==> src/rtl/sobel_stream_filter_if.sv <==
// rtl/sobel_stream_filter_if.sv - pixel-in / result-out stream handshakes for the Sobel filter
interface sobel_stream_filter_if #(
  parameter int PIX_W = 8
);
  logic             in_valid;
  logic             in_ready;
  logic [PIX_W-1:0] in_pixel;
  logic             in_sof;
  logic             out_valid;
  logic             out_ready;
  logic [PIX_W-1:0] out_pixel;
  logic             out_last;

  modport master (
    output in_valid, in_pixel, in_sof, out_ready,
    input  in_ready, out_valid, out_pixel, out_last
  );

  modport slave (
    input  in_valid, in_pixel, in_sof, out_ready,
    output in_ready, out_valid, out_pixel, out_last
  );
endinterface

==> src/rtl/sobel_stream_filter.sv <==
// rtl/sobel_stream_filter.sv - streaming 3x3 Sobel filter with two line buffers
// Two-stage pipeline: window sums, then abs/mode/saturation; one global stall on out_ready.
module sobel_stream_filter #(
  parameter int IMG_W = 224,
  parameter int IMG_H = 224,
  parameter int PIX_W = 8,
  parameter int SHIFT = 3
) (
  input  logic             fclk,
  input  logic             rst_n,
  sobel_stream_filter_if.slave s,
  input  logic [1:0]       mode,
  input  logic [PIX_W+2:0] threshold
);
  localparam int CW = (IMG_W > 1) ? $clog2(IMG_W) : 1;
  localparam int RW = (IMG_H > 1) ? $clog2(IMG_H) : 1;
  localparam int GW = PIX_W + 4;
  localparam logic [GW-1:0] MAXV = GW'((1 << PIX_W) - 1);

  logic [RW-1:0]    row_q, row_d, row_cur;
  logic [CW-1:0]    col_q, col_d, col_cur;
  logic [1:0]       mode_q;
  logic [PIX_W-1:0] lb0_q [IMG_W];
  logic [PIX_W-1:0] lb1_q [IMG_W];
  logic [PIX_W-1:0] t0_q, m0_q, b0_q, t1_q, m1_q, b1_q;
  logic [PIX_W-1:0] top2, mid2, bot2;

  logic                 s1_valid_q, s1_last_q;
  logic [1:0]           s1_mode_q;
  logic signed [GW-1:0] s1_gx_q, s1_gy_q, gx_d, gy_d;
  logic [GW-1:0]        gx_pos, gx_neg, gy_pos, gy_neg;
  logic [GW-1:0]        ax, ay, mag, sel, scaled;
  logic [PIX_W-1:0]     out_d;

  logic             out_valid_q, out_last_q;
  logic [PIX_W-1:0] out_pixel_q;
  logic             en, acc, emit, last_pix;

  assign en         = s.out_ready;
  assign s.in_ready = s.out_ready && rst_n;
  assign acc        = s.in_valid && s.in_ready;

  // in_sof resynchronises the position of the very pixel that carries it
  assign row_cur  = s.in_sof ? '0 : row_q;
  assign col_cur  = s.in_sof ? '0 : col_q;
  assign emit     = (row_cur >= RW'(2)) && (col_cur >= CW'(2));
  assign last_pix = (row_cur == RW'(IMG_H - 1)) && (col_cur == CW'(IMG_W - 1));

  always_comb begin
    row_d = row_q;
    col_d = col_q;
    if (acc) begin
      if (col_cur == CW'(IMG_W - 1)) begin
        col_d = '0;
        row_d = (row_cur == RW'(IMG_H - 1)) ? '0 : row_cur + RW'(1);
      end else begin
        col_d = col_cur + CW'(1);
        row_d = row_cur;
      end
    end
  end

  // Newest window column: row r-2, row r-1 from the line buffers, row r live
  assign top2 = lb1_q[col_cur];
  assign mid2 = lb0_q[col_cur];
  assign bot2 = s.in_pixel;

  assign gx_pos = GW'(top2) + (GW'(mid2) << 1) + GW'(bot2);
  assign gx_neg = GW'(t0_q) + (GW'(m0_q) << 1) + GW'(b0_q);
  assign gy_pos = GW'(b0_q) + (GW'(b1_q) << 1) + GW'(bot2);
  assign gy_neg = GW'(t0_q) + (GW'(t1_q) << 1) + GW'(top2);
  assign gx_d   = gx_pos - gx_neg;
  assign gy_d   = gy_pos - gy_neg;

  assign ax     = s1_gx_q[GW-1] ? (~s1_gx_q + 1'b1) : s1_gx_q;
  assign ay     = s1_gy_q[GW-1] ? (~s1_gy_q + 1'b1) : s1_gy_q;
  assign mag    = ax + ay;

  always_comb begin
    sel = mag;
    case (s1_mode_q)
      2'd2:    sel = ax;
      2'd3:    sel = ay;
      default: sel = mag;
    endcase
    scaled = sel >> SHIFT;
    out_d  = (scaled > MAXV) ? '1 : scaled[PIX_W-1:0];
    if (s1_mode_q == 2'd1) begin
      out_d = (mag >= GW'(threshold)) ? '1 : '0;
    end
  end

  always_ff @(posedge fclk) begin
    if (!rst_n) begin
      row_q       <= '0;
      col_q       <= '0;
      mode_q      <= '0;
      s1_valid_q  <= 1'b0;
      s1_last_q   <= 1'b0;
      s1_mode_q   <= '0;
      out_valid_q <= 1'b0;
      out_pixel_q <= '0;
      out_last_q  <= 1'b0;
    end else begin
      row_q <= row_d;
      col_q <= col_d;
      if (acc && s.in_sof) begin
        mode_q <= mode;
      end
      if (en) begin
        s1_valid_q  <= acc && emit;
        s1_last_q   <= acc && emit && last_pix;
        s1_mode_q   <= mode_q;
        out_valid_q <= s1_valid_q;
        out_last_q  <= s1_valid_q && s1_last_q;
        if (s1_valid_q) begin
          out_pixel_q <= out_d;
        end
      end
    end
  end

  // Line buffers, window columns and sums carry no reset
  always_ff @(posedge fclk) begin
    if (acc) begin
      lb1_q[col_cur] <= lb0_q[col_cur];
      lb0_q[col_cur] <= s.in_pixel;
      t0_q    <= t1_q;
      m0_q    <= m1_q;
      b0_q    <= b1_q;
      t1_q    <= top2;
      m1_q    <= mid2;
      b1_q    <= bot2;
      s1_gx_q <= gx_d;
      s1_gy_q <= gy_d;
    end
  end

  assign s.out_valid = out_valid_q;
  assign s.out_pixel = out_pixel_q;
  assign s.out_last  = out_last_q;
endmodule

==> src/flat_wrapper.sv <==
// flat-port wrapper written by rule: the top's interface ports become plain ports
module sobel_stream_filter_flat 
#(
  parameter int IMG_W = 224,
  parameter int IMG_H = 224,
  parameter int PIX_W = 8,
  parameter int SHIFT = 3
)
  (fclk, rst_n, mode, threshold, s_in_valid, s_in_pixel, s_in_sof, s_out_ready, s_in_ready, s_out_valid, s_out_pixel, s_out_last);
  sobel_stream_filter_if #(.PIX_W(PIX_W)) s_i ();
  input  logic fclk;
  input  logic rst_n;
  input  logic [1:0] mode;
  input  logic [PIX_W+2:0] threshold;
  input wire logic [$bits(s_i.in_valid)-1:0] s_in_valid;
  input wire logic [$bits(s_i.in_pixel)-1:0] s_in_pixel;
  input wire logic [$bits(s_i.in_sof)-1:0] s_in_sof;
  input wire logic [$bits(s_i.out_ready)-1:0] s_out_ready;
  output wire logic [$bits(s_i.in_ready)-1:0] s_in_ready;
  output wire logic [$bits(s_i.out_valid)-1:0] s_out_valid;
  output wire logic [$bits(s_i.out_pixel)-1:0] s_out_pixel;
  output wire logic [$bits(s_i.out_last)-1:0] s_out_last;
  assign s_i.in_valid = s_in_valid;
  assign s_i.in_pixel = s_in_pixel;
  assign s_i.in_sof = s_in_sof;
  assign s_i.out_ready = s_out_ready;
  assign s_in_ready = s_i.in_ready;
  assign s_out_valid = s_i.out_valid;
  assign s_out_pixel = s_i.out_pixel;
  assign s_out_last = s_i.out_last;
  sobel_stream_filter #(.IMG_W(IMG_W), .IMG_H(IMG_H), .PIX_W(PIX_W), .SHIFT(SHIFT)) u_core (.fclk(fclk), .rst_n(rst_n), .s(s_i), .mode(mode), .threshold(threshold));
endmodule
==> config.mk <==
export PLATFORM = sky130hd
export DESIGN_NAME = sobel_stream_filter_flat
export DESIGN_NICKNAME = d
export VERILOG_FILES = /design/src/rtl/sobel_stream_filter_if.sv /design/src/rtl/sobel_stream_filter.sv /design/src/flat_wrapper.sv
export SDC_FILE = /design/constraint.sdc
export NUM_CORES = 2
export LEC_CHECK = 0
export CORE_ASPECT_RATIO = 1.25
export CORE_UTILIZATION = 45
export CTS_CLUSTER_SIZE = 28
export DETAILED_ROUTE_END_ITERATION = 7
export PLACE_DENSITY = 0.57
export SYNTH_ARGS = -nofsm -noshare
export SYNTH_HDL_FRONTEND = slang
export SYNTH_SLANG_ARGS = --single-unit
==> constraint.sdc <==
create_clock -name fclk -period 27.4 [get_ports fclk]
set_clock_uncertainty 0.1 [all_clocks]
set_input_delay 4.11 -clock fclk [delete_from_list [all_inputs] [get_ports fclk]]
set_output_delay 4.11 -clock fclk [all_outputs]
set_load 0.005 [all_outputs]
==> results.py <==
metrics = {
    "outcome": {
        "status": "finished with violations",
        "violations": "capacitance limit, slew limit",
    },
    "die": {
        "die_width_um": 515,
        "dieArea_um2": 332000,
        "std_cell_rows": 235,
        "ios": 37,
        "core_um2": 328000,
        "die_y_um": 644,
        "start_util": 0.452,
    },
    "drt": {
        "routed_wl_um": 478000,
        "drt-initial-drc-count": 11500,
        "ant_nets": 0,
        "drt-pass1-iter-count": 6,
        "avgRoutedWirePerCell_um": 31.9,
        "drc": 0,
        "via_per_inst": 6.19,
        "vias": 92800,
    },
    "placement": {
        "place_congestion": 0.883,
        "dp_hpwl_um": 275000,
        "numPortBuffers": 36,
    },
    "synth": {
        "netlist_instances": 10200,
        "synth_cell_type_count": 85,
        "syn_area_per_cell_um2": 14.6,
        "synthTopCellsByArea": "edfxtp_1 (74%), nand2_1 (4.2%), a211oi_1 (2.5%), a31oi_1 (2.5%), nor2b_1 (2.2%)",
        "synth_ff_type": "edfxtp_1",
        "async_reset_ff_frac": 0,
        "synth_top_area_cell": "edfxtp_1",
        "mappedNetlistArea_um2": 148000,
        "yosysTopAreaCellShare": 0.741,
        "yosys_warnings": 0,
        "yosysSeqAreaShare": 0.745,
        "syn_nets": 10300,
        "ys_ff_latch": 3688,
        "synth-edff-count": 3656,
    },
    "global_routing": {
        "grt_pass1_wl_um": 671000,
        "grt.total_usage": 0.283,
        "grt_antenna_before_repair": 30,
        "gr-total-overflow": 0,
        "grt_pass1_vias": 88800,
        "grt_max_degree": 226,
    },
    "layout": {
        "drive_gt1_frac": 0.103,
        "syn_to_final_growth_pct": 12.0,
        "fin_nets": 10500,
    },
    "cts": {
        "cts_resized": 0,
        "clockBufferDepth": 4,
        "cts_setup_buffers": 0,
        "path_clk_slew_ps": 60,
        "htreeDepth": 5,
        "clk_latency_ps": 950,
        "cts_tree": "done",
        "clockRootBuffer": "clkbuf_16",
        "holdBufCountCts": 0,
        "clock-sinks": 3688,
        "cts-buffers-inserted": 355,
    },
    "sta": {
        "setup_viol": 0,
        "worst_pin_slew_ps": 1520,
        "tns_ps": 0,
        "fin_crit_ps": 13390,
        "fin_crit_sh": 0.489,
        "relSlewSlack": -0.0140,
        "timing.final.hold_violations": 0,
        "fmax_mhz": 74.7,
        "rsz0062_at_grt": "no",
        "slew_viol_final": 26,
        "whs_ps": 321,
    },
    "worst_setup_path": {
        "critPathRequiredTime_ps": 28010,
        "end_kind": "flip-flop",
        "arrival_ps": 14000,
        "crit_type": "in -> reg",
        "setup.worst_path.start_class": "primary input",
        "worstPathMaxFanout": 62,
    },
    "power": {
        "power_density_nw_per_um2": 69.3,
        "p_leak_nw": 52.8,
        "vdd_ir_drop_max_mv": 0.0599,
    },
    "worst_hold_path": {
        "worstHoldPathType": "reg -> reg",
    },
    "flow_run": {
        "cap_violations": 2,
    },
}
-- synth_stat cells, types with 8 or more instances --
library cell / number
a2111oi_0: 21
a211o_1: 8
a211oi_1: 494
a21boi_0: 9
a21o_1: 10
a21oi_1: 192
a221oi_1: 107
a22oi_1: 25
a311oi_1: 69
a31o_2: 9
a31oi_1: 586
a32oi_1: 44
and3b_1: 13
buf_1: 170
buf_2: 227
clkbuf_1: 311
dfxtp_1: 32
edfxtp_1: 3656
fa_1: 37
ha_1: 89
inv_1: 103
mux2_2: 30
mux2i_1: 307
mux4_2: 22
nand2_1: 1666
nand2b_1: 16
nand3_1: 159
nand4_1: 17
nand4b_1: 8
nor2_1: 332
nor2b_1: 515
nor3_1: 32
nor4_1: 14
o211ai_1: 9
o21ai_0: 317
o21bai_1: 22
o221a_1: 8
o221ai_1: 52
o22a_1: 11
o22ai_1: 237
o31ai_1: 9
or2_2: 11
xnor2_1: 52
xor2_1: 16
-- placed cells by master, fill, tap and decap left out, types with 22 or more instances in the layout --
master	instances
edfxtp_1	3656
nand2_1	1664
a31oi_1	586
nor2b_1	511
a211oi_1	492
buf_4	423
clkbuf_16	366
o21ai_0	315
mux2i_1	307
nor2_1	296
o22ai_1	237
a21oi_1	192
nand3_1	147
a221oi_1	107
inv_1	101
clkinv_1	92
ha_1	89
a311oi_1	69
clkbuf_1	68
clkinv_2	60
o221ai_1	52
xnor2_1	52
a32oi_1	43
fa_1	37
mux2_2	30
nor2_2	30
nor3_1	29
dfxtp_1	28
clkdlybuf4s50_1	27
a22oi_1	25
mux4_2	22
o21bai_1	22
bufinv_16	22
buf_12	22
-- worst paths after layout --
check                                     start            endpoint  slack (ps)  cells past startpoint
worst min register to register   u_core.m1_q[3]      u_core.m0_q[3]         320                      0
worst max register to register  u_core.col_q[0]  u_core.s1_gx_q[10]       16720                     26
worst min-delay path             u_core.m1_q[3]      u_core.m0_q[3]         320                      0
worst max-delay path                   s_in_sof  u_core.s1_gx_q[10]       14010                     26
-- where the power goes --
| group | internal, mW | total, mW | switching [mW] | leakage, nW |
|---|---|---|---|---|
| logic | 0.171 | 0.539 | 0.368 | 14.3 |
| clock network | 2.65 | 4.74 | 2.10 | 5.36 |
| registers | 6.22 | 6.22 | 0.00900 | 33.1 |
| total | 9.03 | 11.5 | 2.47 | 52.8 |
-- flip-flops by register name (all words and copies together), names as in the netlist --
| name | flops |
|---|---|
| u_core.s1_mode_q | 2 |
| u_core.row_q | 8 |
| u_core.s1_gy_q | 12 |
| u_core.s.out_last | 1 |
| u_core.s1_valid_q | 1 |
| u_core.lb0_q | 1792 |
| u_core.lb1_q | 1792 |
| u_core.b1_q | 8 |
| u_core.s.out_pixel | 8 |
| u_core.s.out_valid | 1 |
| u_core.mode_q | 2 |
| u_core.t1_q | 8 |
| u_core.m1_q | 8 |
| u_core.s1_last_q | 1 |
| u_core.col_q | 8 |
| u_core.t0_q | 8 |
| u_core.s1_gx_q | 12 |
| u_core.b0_q | 8 |
| u_core.m0_q | 8 |
-- metal layers --
metal / routed length [um] / GRT usage / vias up
li1: - / - / 39500
met1: 185000 / 0.377 / 47700
met2: 222000 / 0.447 / 4718
met3: 43100 / 0.0504 / 938
met4: 26600 / 0.142 / 14
met5: 109 / 0 / -
-- critical path: stages --
cell and delay [ps]:
buf_4 380, buf_4 430, buf_4 550, or3b_4 530, buf_4 670, o21ai_0 180, o21ai_0 1140, o21ai_0 650
a211o_1 650, nor3_2 260, buf_4 660, ha_1 340, fa_1 490, fa_1 530, inv_1 50, fa_1 480
inv_1 50, ha_1 310, nor2b_1 140, o21ai_0 190, a21boi_0 150, o21ai_0 240, a21oi_1 130, o21ai_0 270
nand3_1 120, o311ai_0 110
-- logic make-up (layout without fill, tap and decap cells) --
logic type / after synthesis / count (layout) / synth area share
AND/OR/NAND/NOR: 2832 / 2832 / 0.0852
other: 0 / 15 / 0
XOR/XNOR: 69 / 69 / 0.00413
AO/OA/AOI/OAI: 2290 / 2290 / 0.104
multiplexers: 360 / 360 / 0.0264
buffers and inverters: 816 / 1215 / 0.0227
adder cells (fa/ha/maj): 126 / 126 / 0.0125
flip-flops: 3688 / 3688 / 0.745
-- stage by stage --
stage / worst slack, ps / std cells / util / area (um2) / power [mW]
after floorplan: 5190 / 10200 / - / 148000 / 6.69
after global placement: 13320 / 14300 / 0.473 / 155000 / 6.88
after detailed placement: 13370 / 14300 / 0.473 / 155000 / 6.88
after CTS: 14300 / 15000 / 0.506 / 166000 / 11.6
after global routing: 13770 / 15000 / 0.506 / 166000 / 11.8
final: 14010 / 15000 / 0.506 / 166000 / 11.5
-- area by class of cell --
type | count | area [um2]
fill | 27300 | 162000
sequential | 3688 | 110000
inverter | 105 | 412
clock buffer | 435 | 9430
antenna | 15 | 37.5
clock inverter | 194 | 1490
timing repair buffer | 481 | 4010
multi-input combinational | 5677 | 34700
tap | 4384 | 5490
Power figures use the tool's default switching activity.
